$ cat src/rtl/complemento_a2_seq_if.sv
// Request/result bundle for the sequential two's-complement sign stage.
interface complemento_a2_seq_if #(
  parameter int DW = 8
);
  localparam int DW_2 = 2 * DW;

  logic            start;
  logic            multiplier_msb;
  logic            multiplicand_msb;
  logic [DW_2-1:0] product;
  logic            busy;
  logic            done;
  logic            sign;
  logic [DW_2-1:0] result;
  logic [DW_2-1:0] result_dec;

  modport master (
    output start, multiplier_msb, multiplicand_msb, product,
    input  busy, done, sign, result, result_dec
  );

  modport slave (
    input  start, multiplier_msb, multiplicand_msb, product,
    output busy, done, sign, result, result_dec
  );
endinterface

$ cat src/rtl/complemento_a2_seq.sv
// Bit-serial sign/two's-complement stage following the multiplier datapath.
// Optional build macro COMPLEMENTO_FAST_PATH_EN: positive results skip the serial walk.
module complemento_a2_seq #(
  parameter int DW    = 8,
  parameter int CNT_W = $clog2(2 * DW) + 1
) (
  input  logic                 clk,
  input  logic                 rst,
  complemento_a2_seq_if.slave  bus
);
  localparam int DW_2 = 2 * DW;
  localparam logic [CNT_W-1:0] CNT_LAST = CNT_W'(DW_2 - 1);
  localparam logic [DW_2-1:0]  MAG_MASK = {1'b0, {(DW_2-1){1'b1}}};

  typedef enum logic [1:0] {
    ST_IDLE  = 2'd0,
    ST_SHIFT = 2'd1,
    ST_DONE  = 2'd2
  } state_t;

  state_t           state_q, state_d;
  logic [DW_2-1:0]  mag_q, mag_d;
  logic [DW_2-1:0]  out_q, out_d;
  logic             s_q, s_d;
  logic             seen_q, seen_d;
  logic [CNT_W-1:0] cnt_q, cnt_d;
  logic [DW_2-1:0]  result_q, result_d;
  logic             sign_q, sign_d;
  logic             done_q, done_d;
  logic             in_bit;
  logic             out_bit;

  always_ff @(posedge clk or negedge rst) begin
    if (!rst) begin
      state_q  <= ST_IDLE;
      mag_q    <= '0;
      out_q    <= '0;
      s_q      <= 1'b0;
      seen_q   <= 1'b0;
      cnt_q    <= '0;
      result_q <= '0;
      sign_q   <= 1'b0;
      done_q   <= 1'b0;
    end else begin
      state_q  <= state_d;
      mag_q    <= mag_d;
      out_q    <= out_d;
      s_q      <= s_d;
      seen_q   <= seen_d;
      cnt_q    <= cnt_d;
      result_q <= result_d;
      sign_q   <= sign_d;
      done_q   <= done_d;
    end
  end

  // Copy bits up to and including the first one, invert every bit after it.
  assign in_bit  = mag_q[0];
  assign out_bit = (s_q && seen_q) ? ~in_bit : in_bit;

  always_comb begin
    state_d  = state_q;
    mag_d    = mag_q;
    out_d    = out_q;
    s_d      = s_q;
    seen_d   = seen_q;
    cnt_d    = cnt_q;
    result_d = result_q;
    sign_d   = sign_q;
    done_d   = 1'b0;

    unique case (state_q)
      ST_IDLE: begin
        if (bus.start) begin
          mag_d   = bus.product & MAG_MASK;
          s_d     = bus.multiplier_msb ^ bus.multiplicand_msb;
          seen_d  = 1'b0;
          cnt_d   = '0;
          state_d = ST_SHIFT;
`ifdef COMPLEMENTO_FAST_PATH_EN
          if (!(bus.multiplier_msb ^ bus.multiplicand_msb)) begin
            out_d   = bus.product & MAG_MASK;
            state_d = ST_DONE;
          end
`endif
        end
      end
      ST_SHIFT: begin
        out_d  = {out_bit, out_q[DW_2-1:1]};
        mag_d  = mag_q >> 1;
        seen_d = seen_q | in_bit;
        cnt_d  = cnt_q + CNT_W'(1);
        if (cnt_q == CNT_LAST) begin
          state_d = ST_DONE;
        end
      end
      ST_DONE: begin
        result_d = out_q;
        sign_d   = s_q;
        done_d   = 1'b1;
        state_d  = ST_IDLE;
      end
      default: state_d = ST_IDLE;
    endcase
  end

  assign bus.busy       = (state_q != ST_IDLE);
  assign bus.done       = done_q;
  assign bus.sign       = sign_q;
  assign bus.result     = result_q;
  assign bus.result_dec = result_q;
endmodule

$ cat src/flat_wrapper.sv
// flat-port wrapper written by rule: the top's interface ports become plain ports
module complemento_a2_seq_flat 
#(
  parameter int DW    = 8,
  parameter int CNT_W = $clog2(2 * DW) + 1
)
  (clk, rst, bus_start, bus_multiplier_msb, bus_multiplicand_msb, bus_product, bus_busy, bus_done, bus_sign, bus_result, bus_result_dec);
  complemento_a2_seq_if #(.DW(DW)) bus_i ();
  input  logic clk;
  input  logic rst;
  input wire logic [$bits(bus_i.start)-1:0] bus_start;
  input wire logic [$bits(bus_i.multiplier_msb)-1:0] bus_multiplier_msb;
  input wire logic [$bits(bus_i.multiplicand_msb)-1:0] bus_multiplicand_msb;
  input wire logic [$bits(bus_i.product)-1:0] bus_product;
  output wire logic [$bits(bus_i.busy)-1:0] bus_busy;
  output wire logic [$bits(bus_i.done)-1:0] bus_done;
  output wire logic [$bits(bus_i.sign)-1:0] bus_sign;
  output wire logic [$bits(bus_i.result)-1:0] bus_result;
  output wire logic [$bits(bus_i.result_dec)-1:0] bus_result_dec;
  assign bus_i.start = bus_start;
  assign bus_i.multiplier_msb = bus_multiplier_msb;
  assign bus_i.multiplicand_msb = bus_multiplicand_msb;
  assign bus_i.product = bus_product;
  assign bus_busy = bus_i.busy;
  assign bus_done = bus_i.done;
  assign bus_sign = bus_i.sign;
  assign bus_result = bus_i.result;
  assign bus_result_dec = bus_i.result_dec;
  complemento_a2_seq #(.DW(DW), .CNT_W(CNT_W)) u_core (.clk(clk), .rst(rst), .bus(bus_i));
endmodule
$ cat config.mk
export PLATFORM = sky130hd
export DESIGN_NAME = complemento_a2_seq_flat
export DESIGN_NICKNAME = d
export VERILOG_FILES = /design/src/rtl/complemento_a2_seq_if.sv /design/src/rtl/complemento_a2_seq.sv /design/src/flat_wrapper.sv
export SDC_FILE = /design/constraint.sdc
export NUM_CORES = 1
export LEC_CHECK = 0
export CORE_MARGIN = 8
export CORE_UTILIZATION = 45
export DETAILED_ROUTE_END_ITERATION = 16
export GPL_TIMING_DRIVEN = 0
export PLACE_DENSITY = 0.75
export SETUP_SLACK_MARGIN = 0.5
export SLEW_MARGIN = 15
export SYNTH_ARGS = -nofsm -noshare
export SYNTH_HDL_FRONTEND = slang
export SYNTH_SLANG_ARGS = --single-unit
export TNS_END_PERCENT = 5
$ cat constraint.sdc
create_clock -name clk -period 1.5 [get_ports clk]
set_clock_uncertainty 0.2 [all_clocks]
set_input_delay 0.3 -clock clk [delete_from_list [all_inputs] [get_ports clk]]
set_output_delay 0.3 -clock clk [all_outputs]
set_load 0.005 [all_outputs]
==> key figures, run 1 <==
Run status
  • Status: finished with violations
  • Violated checks: negative hold slack, negative setup slack

Global routing
  • Gr usage total: 12.28%
  • Total grt overflow: 0
  • Vias in the first global route: 1798
  • First-pass GRT wire length: 8.148 mm
  • Antenna violations before repair: 0
  • Largest net degree at the start of global routing: 59

Timing
  • WHS: -0.1890 ns
  • Relative slew margins: 52.72%
  • Achievable Freq: 0.6089 GHz
  • Actual slew at the worst max-slew pin: 0.7091 ns
  • RSZ-0062 raised after global routing: yes
  • Fin crit share: 109.5%
  • Tmin final: 1.642 ns
  • Final WS setup: -0.1423 ns
  • Final Hold Fails: 58
  • Setup violators final: 39
  • Final Max Slew Viols: 0

Place
  • Post-detail-place hpwl: 3.236 mm
  • Place WS: -0.5709 ns
  • IO buf count: 54
  • Gp weighted congestion: 0.7957

Detailed routing
  • Routed WL: 4.671 mm
  • # DRC: 0
  • Vias: 1775
  • Drt first pass iters: 4
  • DR vias/cell: 4.759
  • Routed length per instance: 12.52 um
  • 1st-iter DRT viols: 61
  • Number of routed nets with antenna violations: 0

Power
  • Internal power: 0.004309 W
  • P_leak: 1.791 nW
  • Pwr Total: 0.006386 W
  • Worst VDD drop: 889.0 uV
  • Switch share: 32.53%
  • Clock power frac: 21.0%
  • Gate power share: 38.0%
  • Sequential Power Share: 41.0%
  • Pwr dens: 1850 mW/mm^2
  • Net Sw Power: 0.002077 W

Critical path
  • Slowest cell on crit path: or3b_4
  • Crit path launch type: register
  • Most used cell, CP: buf_6
  • RR Endpoint: u_core.mag_q[5]
  • CP delay by family, top: buffers and inverters
  • Worst Reg2Reg Path Length in Cells: 6
  • Worst EP arrival: 1.66 ns
  • Req. time, crit path: 1.52 ns
  • CP Class: reg -> reg
  • Worst setup EP type: register
  • Worst path max stage delay: 0.39 ns
  • Critical path cell sequence: buf_6, or3b_4, buf_6, buf_12, o22ai_2, a21oi_2
  • R2r setup slk: -0.14 ns
  • Buffers and inverters on the worst path: 3
  • RR Startpoint: u_core.state_q[0]
  • Crit path max fanout: 10

Synth
  • Post-synthesis cell area: 0.002497 sq mm
  • Syn nets: 250
  • Post-Syn Instances: 227
  • Top post-synthesis cells by area: dfrtp_1, nand2_1, mux2_1
  • Synth cell types: 26
  • Synth Register Bits: 58
  • Mean Syn Cell Area: 11.00 sq um
  • Register area share after synthesis: 58.12%
  • YS warnings: 0
  • Synth top area share: 58.12%
  • Synth area leader: dfrtp_1

Floorplan
  • Die footprint: 0.008189 sq mm
  • Initial Util: 45.92%
  • Die Ht: 90.50 um
  • Die width: 90.50 um
  • Core ar.: 0.005439 sq mm
  • IO Pins: 56
  • Row count: 27

Finish
  • Layout fillers: 445
  • Layout Nets: 319
  • Antenna cells: 0
  • Layout cells sized above 1: 34.88%
  • Area Overhead vs Synth: 38.18%

Clock tree
  • Later-pin clock latency in the skew report: 0.34 ns
  • TritonCTS buffer count: 9
  • CTS tree: done
  • H-tree Lvls: 3
  • Clock sinks: 58
  • Root Driver: clkbuf_8
  • Clock Path Buffers: 2
  • Reg clk slew, reported paths: 0.07 ns

Hold path
  • Worst min path class: in -> async

Job
  • Max-Cap Viols: 0
stage by stage:
stage	cells	setup TNS [ns]	instance area [sq um]	util, %
2_1_floorplan	227	0	2510	-
3_3_place_gp	353	-117.63	3141	57.74
3_5_place_dp	353	-11.24	3138	57.69
4_1_cts	372	-3.618	3338	61.38
5_1_grt	373	-5.734	3451	63.45
6_report	373	-2.806	3451	63.45
cells in the mapped netlist (all sizes together):
cell type / count
xnor2: 2
dfrtp: 58
mux2: 17
o22ai: 14
o21ai: 8
or2: 1
clkbuf: 2
o21ba: 1
nand2: 53
or3b: 1
inv: 16
nand4: 1
and2: 1
ha: 2
a21oi: 15
nor2b: 2
o21bai: 1
nand3: 3
and3: 1
mux2i: 1
nand2b: 1
buf: 26
worst reg2reg max path: stages, from the launching register on:
cell and delay (ns):
dfrtp_1 0.38, buf_6 0.13, or3b_4 0.39, buf_6 0.14
buf_12 0.14, o22ai_2 0.10, a21oi_2 0.04
power groups by stage:
stage                     clock network, W  registers (W)  logic, W
final                              0.00134        0.00262   0.00243
after global routing               0.00145        0.00270   0.00269
after CTS                          0.00136        0.00260   0.00230
after detailed placement                 0        0.00263   0.00225
after global placement                   0        0.00260   0.00219
after floorplan                          0        0.00254   0.00138
cell families after synthesis:
| family | Yosys count | share of synthesized area (%) |
|---|---|---|
| fa+ha+maj | 2 | 1.002 |
| buf+inv | 44 | 10.12 |
| compound gates | 39 | 11.32 |
| xor+xnor | 2 | 0.7015 |
| simple gates | 64 | 10.67 |
| mux | 18 | 8.066 |
| flops | 58 | 58.12 |
layout by cell type, fill, tap and decap left out, types with 3 or more instances in the layout:
cell type	synthesis	routed
dfrtp_1	58	58
nand2_1	53	53
buf_6	2	39
buf_2	7	19
clkdlybuf4s50_1	0	18
mux2_1	17	17
inv_1	16	16
clkbuf_8	0	12
a21oi_1	15	11
o22ai_2	10	10
o21ai_1	7	7
buf_4	17	4
a21oi_2	0	4
o22ai_1	4	3
nand3_1	3	3
routing by layer:
metal / GRT usage, % / up-vias / share of wire [%]
met5: 0 / - / 0
met4: 7.490 / 0 / 2.7
met3: 4.988 / 12 / 6.9
met2: 18.21 / 47 / 46
met1: 14.53 / 847 / 45
li1: - / 869 / -
worst max-delay path by stage:
stage	cells past startpoint	slack (ns)	start	endpoint
floorplan	5	0.004	u_core.state_q[1]	u_core.mag_q[13]
global placement	1	-1.84	rst	u_core.mag_q[10]
detailed placement	4	-0.57	bus_start	u_core.mag_q[6]
CTS	6	-0.15	u_core.state_q[0]	u_core.mag_q[9]
global route	6	-0.19	u_core.state_q[0]	u_core.mag_q[11]
finish	6	-0.14	u_core.state_q[0]	u_core.mag_q[5]
area by class of cell:
| cell class | count | area, sq um | share of cell area [%] |
|---|---|---|---|
| well taps | 72 | 90.09 | 2.611 |
| multi-input cells | 125 | 839.6 | 24.33 |
| clock buffers | 12 | 165.2 | 4.786 |
| plain buffers | 28 | 300.3 | 8.702 |
| clock inverters | 4 | 25.02 | 0.7252 |
| flip-flops and latches | 58 | 1451 | 42.06 |
| inverters | 16 | 60.06 | 1.740 |
| repair buffers | 58 | 519.2 | 15.05 |
state kept, by name (all words and copies together) (netlist names):
name and cells:
u_core.bus.done 1, u_core.bus.result 16, u_core.bus.sign 1, u_core.cnt_q 5, u_core.mag_q 15, u_core.out_q 16, u_core.s_q 1, u_core.seen_q 1
u_core.state_q 2
timing repair:
item | in CTS | in global routing
resized for setup | 148 | 28
hold endpoints to repair | 58 | 58
buffers inserted | 3 | 1
setup endpoints to repair | 93 | 93
cloned | 0 | 0
pin swaps | 3 | 3
(Power assumes the default switching activity.)
==> run 2, diff against run 1 <==
Settings changed: SLEW_MARGIN 15 to 20.
==> results of run 2 <==
Final layout, timing and power as in run 1 (identical DEF).
